$ cat config.mk
export PLATFORM = sky130hd
export DESIGN_NAME = periph_int_gateway
export DESIGN_NICKNAME = d
export VERILOG_FILES = /design/src/rtl/periph_int_gateway.sv
export SDC_FILE = /design/constraint.sdc
export NUM_CORES = 1
export LEC_CHECK = 0
export CAP_MARGIN = 20
export CORE_ASPECT_RATIO = 1.5
export CORE_UTILIZATION = 25
export DETAILED_ROUTE_END_ITERATION = 16
export GPL_TIMING_DRIVEN = 0
export PLACE_DENSITY = 0.55
export SLEW_MARGIN = 25
export SYNTH_ARGS = -nofsm -noshare
export SYNTH_HDL_FRONTEND = slang
export SYNTH_SLANG_ARGS = --single-unit
$ cat constraint.sdc
create_clock -name clk_i -period 15.9 [get_ports clk_i]
set_clock_uncertainty 0.2 [all_clocks]
set_input_delay 3.975 -clock clk_i [delete_from_list [all_inputs] [get_ports clk_i]]
set_output_delay 3.975 -clock clk_i [all_outputs]
set_load 0.05 [all_outputs]
$ cat src/rtl/periph_int_gateway.sv
// Level-sensitive interrupt gateway with priority arbitration and claim/complete ownership.
// Each source walks IDLE -> PENDING -> ACTIVE -> IDLE; the arbiter picks the best enabled pending source.
module periph_int_gateway #(
  parameter int unsigned N_SRC  = 8,
  parameter int unsigned PRIO_W = 3,
  parameter int unsigned ID_W   = $clog2(N_SRC + 1)
) (
  input  logic                    clk_i,
  input  logic                    rstn_i,
  input  logic [N_SRC-1:0]        irq_src_i,
  input  logic [N_SRC-1:0]        ie_i,
  input  logic [N_SRC*PRIO_W-1:0] prio_i,
  input  logic [PRIO_W-1:0]       threshold_i,
  input  logic                    claim_i,
  input  logic                    complete_i,
  input  logic [ID_W-1:0]         complete_id_i,
  output logic                    irq_o,
  output logic [ID_W-1:0]         claim_id_o,
  output logic                    claim_valid_o,
  output logic [N_SRC-1:0]        pending_o,
  output logic [N_SRC-1:0]        active_o
);

  typedef enum logic [1:0] {
    S_IDLE    = 2'd0,
    S_PENDING = 2'd1,
    S_ACTIVE  = 2'd2
  } src_state_e;

  src_state_e          state_q [N_SRC];
  logic [ID_W-1:0]     best_id_q;
  logic [PRIO_W-1:0]   best_prio_q;

  logic [N_SRC-1:0]    claim_hit_c;
  logic [N_SRC-1:0]    cmpl_hit_c;
  logic [N_SRC-1:0]    cand_c;
  logic                claim_go_c;
  logic [ID_W-1:0]     win_id_c;
  logic [PRIO_W-1:0]   win_prio_c;
  logic                win_valid_c;

  // Claim targets the registered winner only if it is still pending and enabled;
  // complete only matches an ACTIVE source, so ID 0 and out-of-range IDs fall through.
  always_comb begin
    claim_hit_c = '0;
    cmpl_hit_c  = '0;
    for (int k = 0; k < int'(N_SRC); k++) begin
      if ((best_id_q == ID_W'(k + 1)) && (state_q[k] == S_PENDING) && ie_i[k]) begin
        claim_hit_c[k] = claim_i && (best_prio_q > threshold_i);
      end
      if ((complete_id_i == ID_W'(k + 1)) && (state_q[k] == S_ACTIVE)) begin
        cmpl_hit_c[k] = complete_i;
      end
    end
    claim_go_c = |claim_hit_c;
  end

  // Highest priority wins; strict compare keeps the lowest ID on ties.
  always_comb begin
    cand_c      = '0;
    win_id_c    = '0;
    win_prio_c  = '0;
    win_valid_c = 1'b0;
    for (int k = 0; k < int'(N_SRC); k++) begin
      cand_c[k] = (state_q[k] == S_PENDING) && ie_i[k] &&
                  (prio_i[k*PRIO_W +: PRIO_W] != '0) && !claim_hit_c[k];
      if (cand_c[k] && (prio_i[k*PRIO_W +: PRIO_W] > win_prio_c)) begin
        win_id_c    = ID_W'(k + 1);
        win_prio_c  = prio_i[k*PRIO_W +: PRIO_W];
        win_valid_c = 1'b1;
      end
    end
  end

  always_ff @(posedge clk_i or negedge rstn_i) begin
    if (!rstn_i) begin
      for (int k = 0; k < int'(N_SRC); k++) begin
        state_q[k] <= S_IDLE;
      end
      best_id_q     <= '0;
      best_prio_q   <= '0;
      irq_o         <= 1'b0;
      claim_id_o    <= '0;
      claim_valid_o <= 1'b0;
    end else begin
      for (int k = 0; k < int'(N_SRC); k++) begin
        case (state_q[k])
          S_IDLE:    if (irq_src_i[k])   state_q[k] <= S_PENDING;
          S_PENDING: if (claim_hit_c[k]) state_q[k] <= S_ACTIVE;
          S_ACTIVE:  if (cmpl_hit_c[k])  state_q[k] <= S_IDLE;
          default:                       state_q[k] <= S_IDLE;
        endcase
      end
      best_id_q     <= win_id_c;
      best_prio_q   <= win_prio_c;
      irq_o         <= win_valid_c && (win_prio_c > threshold_i);
      claim_valid_o <= claim_i;
      if (claim_i) begin
        claim_id_o <= claim_go_c ? best_id_q : '0;
      end
    end
  end

  always_comb begin
    for (int k = 0; k < int'(N_SRC); k++) begin
      pending_o[k] = (state_q[k] == S_PENDING);
      active_o[k]  = (state_q[k] == S_ACTIVE);
    end
  end

endmodule

==> reports/results.txt <==
Req. time, crit path = 15.84 ns
most common cell after layout, fill and taps aside = clkdlybuf4s50_1
type of the worst setup path = in2reg
Longest Clk Path Bufs = 2
IO Pins = 73
Final period util = 96.07%
hold_buf cts = 0
Post-synth ARST share = 100.0%
die span in y = 128.2 microns
first-pass iteration count of the detailed router = 4
H-tree Lvls = 2
FF+latch count, synth = 29
syn nets = 385
leak pwr = 1.661 nW
Crit path largest cell delay = 0.45 ns
setup ws final = 0.6248 ns
Vias/cell = 5.036
synthesized area = 2656 sq um
Row Count = 45
synth warn = 0
fin nets = 479
post-synthesis cell count = 317
layout cells sized above 1 = 17.72%
layout filler cell count = 1083
TritonCTS clock tree = done
CP endpoint kind = flip-flop
FF+latch area = 725.7 sq um
Gate power share = 62.4%
placed cells = 530
Clk Latency, worst-skew pair = 0.28 ns
max_cap viols = 0
crit path max-delay cell type = clkdlybuf4s50_1
die area = 11050 sq um
crit-path leading delay family = compound AO/OA/AOI/OAI gates
Fin Setup TNS = 0 ns
share of the synthesized area in the top cell type = 27.32%
DR DRC count = 0
switching power = 0.0002470 W
pwr/cell area = 143.7 nW/um^2
Synth area leader = dfrtp_1
Fmax = 0.06547 GHz
fin cells = 553
run status = complete, no violations
Initial DRC Count = 77
Root Driver = clkbuf_16
Mean Syn Cell Area = 8.379 sq um
crit-path max FO = 6
count of different cell masters after synthesis = 74
PortBufs = 72
Area Overhead vs Synth = 51.53%
Peak VDD IR = 0.03944 mV
first-pass GRT wire length = 12.81 mm
number of synthesized flops with an enable pin = 0
drt wl/cell = 14.88 microns
most used cell, CP = ha_1
register share of total power = 18.3%
HP Class = reg2reg
max_slew headroom = 36.35%
Global Route Usage Sum = 15.01%
CTS Buf Count = 5
vias in the first global route = 2674
ys flop type = dfrtp_1
Final GP Congestion = 0.7835
Pint = 0.0003313 W
Placed Area = 3548 sq um
synth top area cells = dfrtp_1 27%, ha_1 8.0%, nor2b_1 5.2%
switch share = 42.72%
CP bufs+invs = 8
Worst Max-Slew Pin Slew = 0.9307 ns
Detail Placement HPWL = 6.645 mm
clk sinks = 29
cell area after layout = 4025 sq um
Routed Antenna Nets = 0
final slew viol count = 0
effective utilization at floorplan = 25.92%
clock power share = 19.3%
final hold vios = 0
number of antenna diodes = 0
sequential fraction of the synthesis area = 27.32%
final setup fails = 0
CP startpoint kind = input port
Die Wd = 86.17 microns
largest net degree at the start of global routing = 30
DR vias = 2785
Worst Path Arrival = 15.22 ns
CTS clock-pin slew for the worst setup and hold paths = 0.05 ns
GRT overflow = 0
most frequent cells in the layout = 71 x clkdlybuf4s50_1, 29 x dfrtp_1, 26 x nor2_1, 26 x nand2_1, 22 x nor2b_1
dpl ws = -0.9053 ns
fin crit period = 15.28 ns
area of the multi-input gates = 2011 sq um
Pwr Total = 0.0005783 W
final WL = 8.228 mm
initial antenna violation count = 0
core box area = 10250 sq um
[worst reg2reg max path, delay by kind of cell, from the launching register on]
kind	cells	cell delay, ns
DFF	1	0.36
muxes	3	0.95
and+or+nand+nor	15	2.08
AOI/OAI and AO/OA	24	4.00
buffers and inverters	6	0.75
adders and majority gates	10	2.90
[cell type report]
class / count / share of cell area [%]
Buffer: 4 / 0.7150
Clock buffer: 6 / 3.450
Clock inverter: 2 / 0.9325
Inverter: 21 / 1.958
Multi-Input combinational cell: 263 / 49.95
Sequential cell: 29 / 18.03
Tap cell: 141 / 4.383
Timing Repair Buffer: 87 / 20.58
[final timing paths]
| path | startpoint | to | slack (ns) | depth (start not counted) |
|---|---|---|---|---|
| worst max-delay path | threshold_i[1] | irq_o | 0.62 | 60 |
| worst min-delay path | state_q[5] | state_q[4] | 0.24 | 1 |
| worst max register to register | best_prio_q[1] | irq_o | 4.50 | 58 |
| worst min register to register | state_q[5] | state_q[4] | 0.24 | 1 |
| max in group asynchronous | rstn_i | state_q[10] | 11.55 | 1 |
| min in group asynchronous | rstn_i | claim_valid_o | 3.52 | 1 |
[flip-flops by register name, indices dropped and copies added, names as in the netlist]
name	cells
state_q	16
claim_valid_o	1
irq_o	1
best_id_q	4
claim_id_o	4
best_prio_q	3
[logic make-up (layout without fill, tap and decap cells)]
group / after synthesis / after routing / share of synthesized area [%]
mux: 6 / 6 / 2.685
flops: 29 / 29 / 27.32
simple gates: 144 / 144 / 28.92
fa+ha+maj: 19 / 19 / 8.808
buf+inv: 25 / 120 / 3.910
compound gates: 94 / 94 / 28.36
[Yosys cell counts, drive strengths merged, types with 5 or more instances]
cell / count
nand3: 14
o21ai: 24
nor2b: 22
dfrtp: 29
o21a: 6
a21oi: 12
and2: 10
o211ai: 5
nand2: 27
nor3: 11
nor2: 30
ha: 17
inv: 21
[repair_timing]
action                                  4_1_cts  5_1_grt
gates resized for setup                       8       31
pin swaps                                     0       23
hold endpoints to repair                      0        0
setup buffers                                 1       14
endpoints found under the setup margin        1        7
[power groups by stage]
stage                     Clock, W  Sequential (W)  Combinational [W]
after floorplan                  0        0.000121           0.000204
after global placement           0        0.000106           0.000299
after detailed placement         0        0.000107           0.000302
after CTS                 0.000114        0.000106           0.000310
after global routing      0.000117        0.000108           0.000395
final                     0.000112        0.000106           0.000361
[through the flow]
step | hold WS [ns] | util (%)
after floorplan | 0.2162 | -
final | 0.2392 | 39.28
after global routing | 0.2622 | 39.28
after CTS | 0.2414 | 36.72
after detailed placement | 0.2346 | 34.63
after global placement | 0.2284 | 34.68
[metal layers]
metal / routed length [microns] / global-route usage [%] / vias to the layer above
met5: 0 / 0 / -
met4: 209 / 6.863 / 0
met3: 275 / 1.996 / 18
met2: 4541 / 29.04 / 71
met1: 3201 / 15.66 / 1329
li1: - / - / 1367
Note: power is estimated with default switching activity, not from simulation.
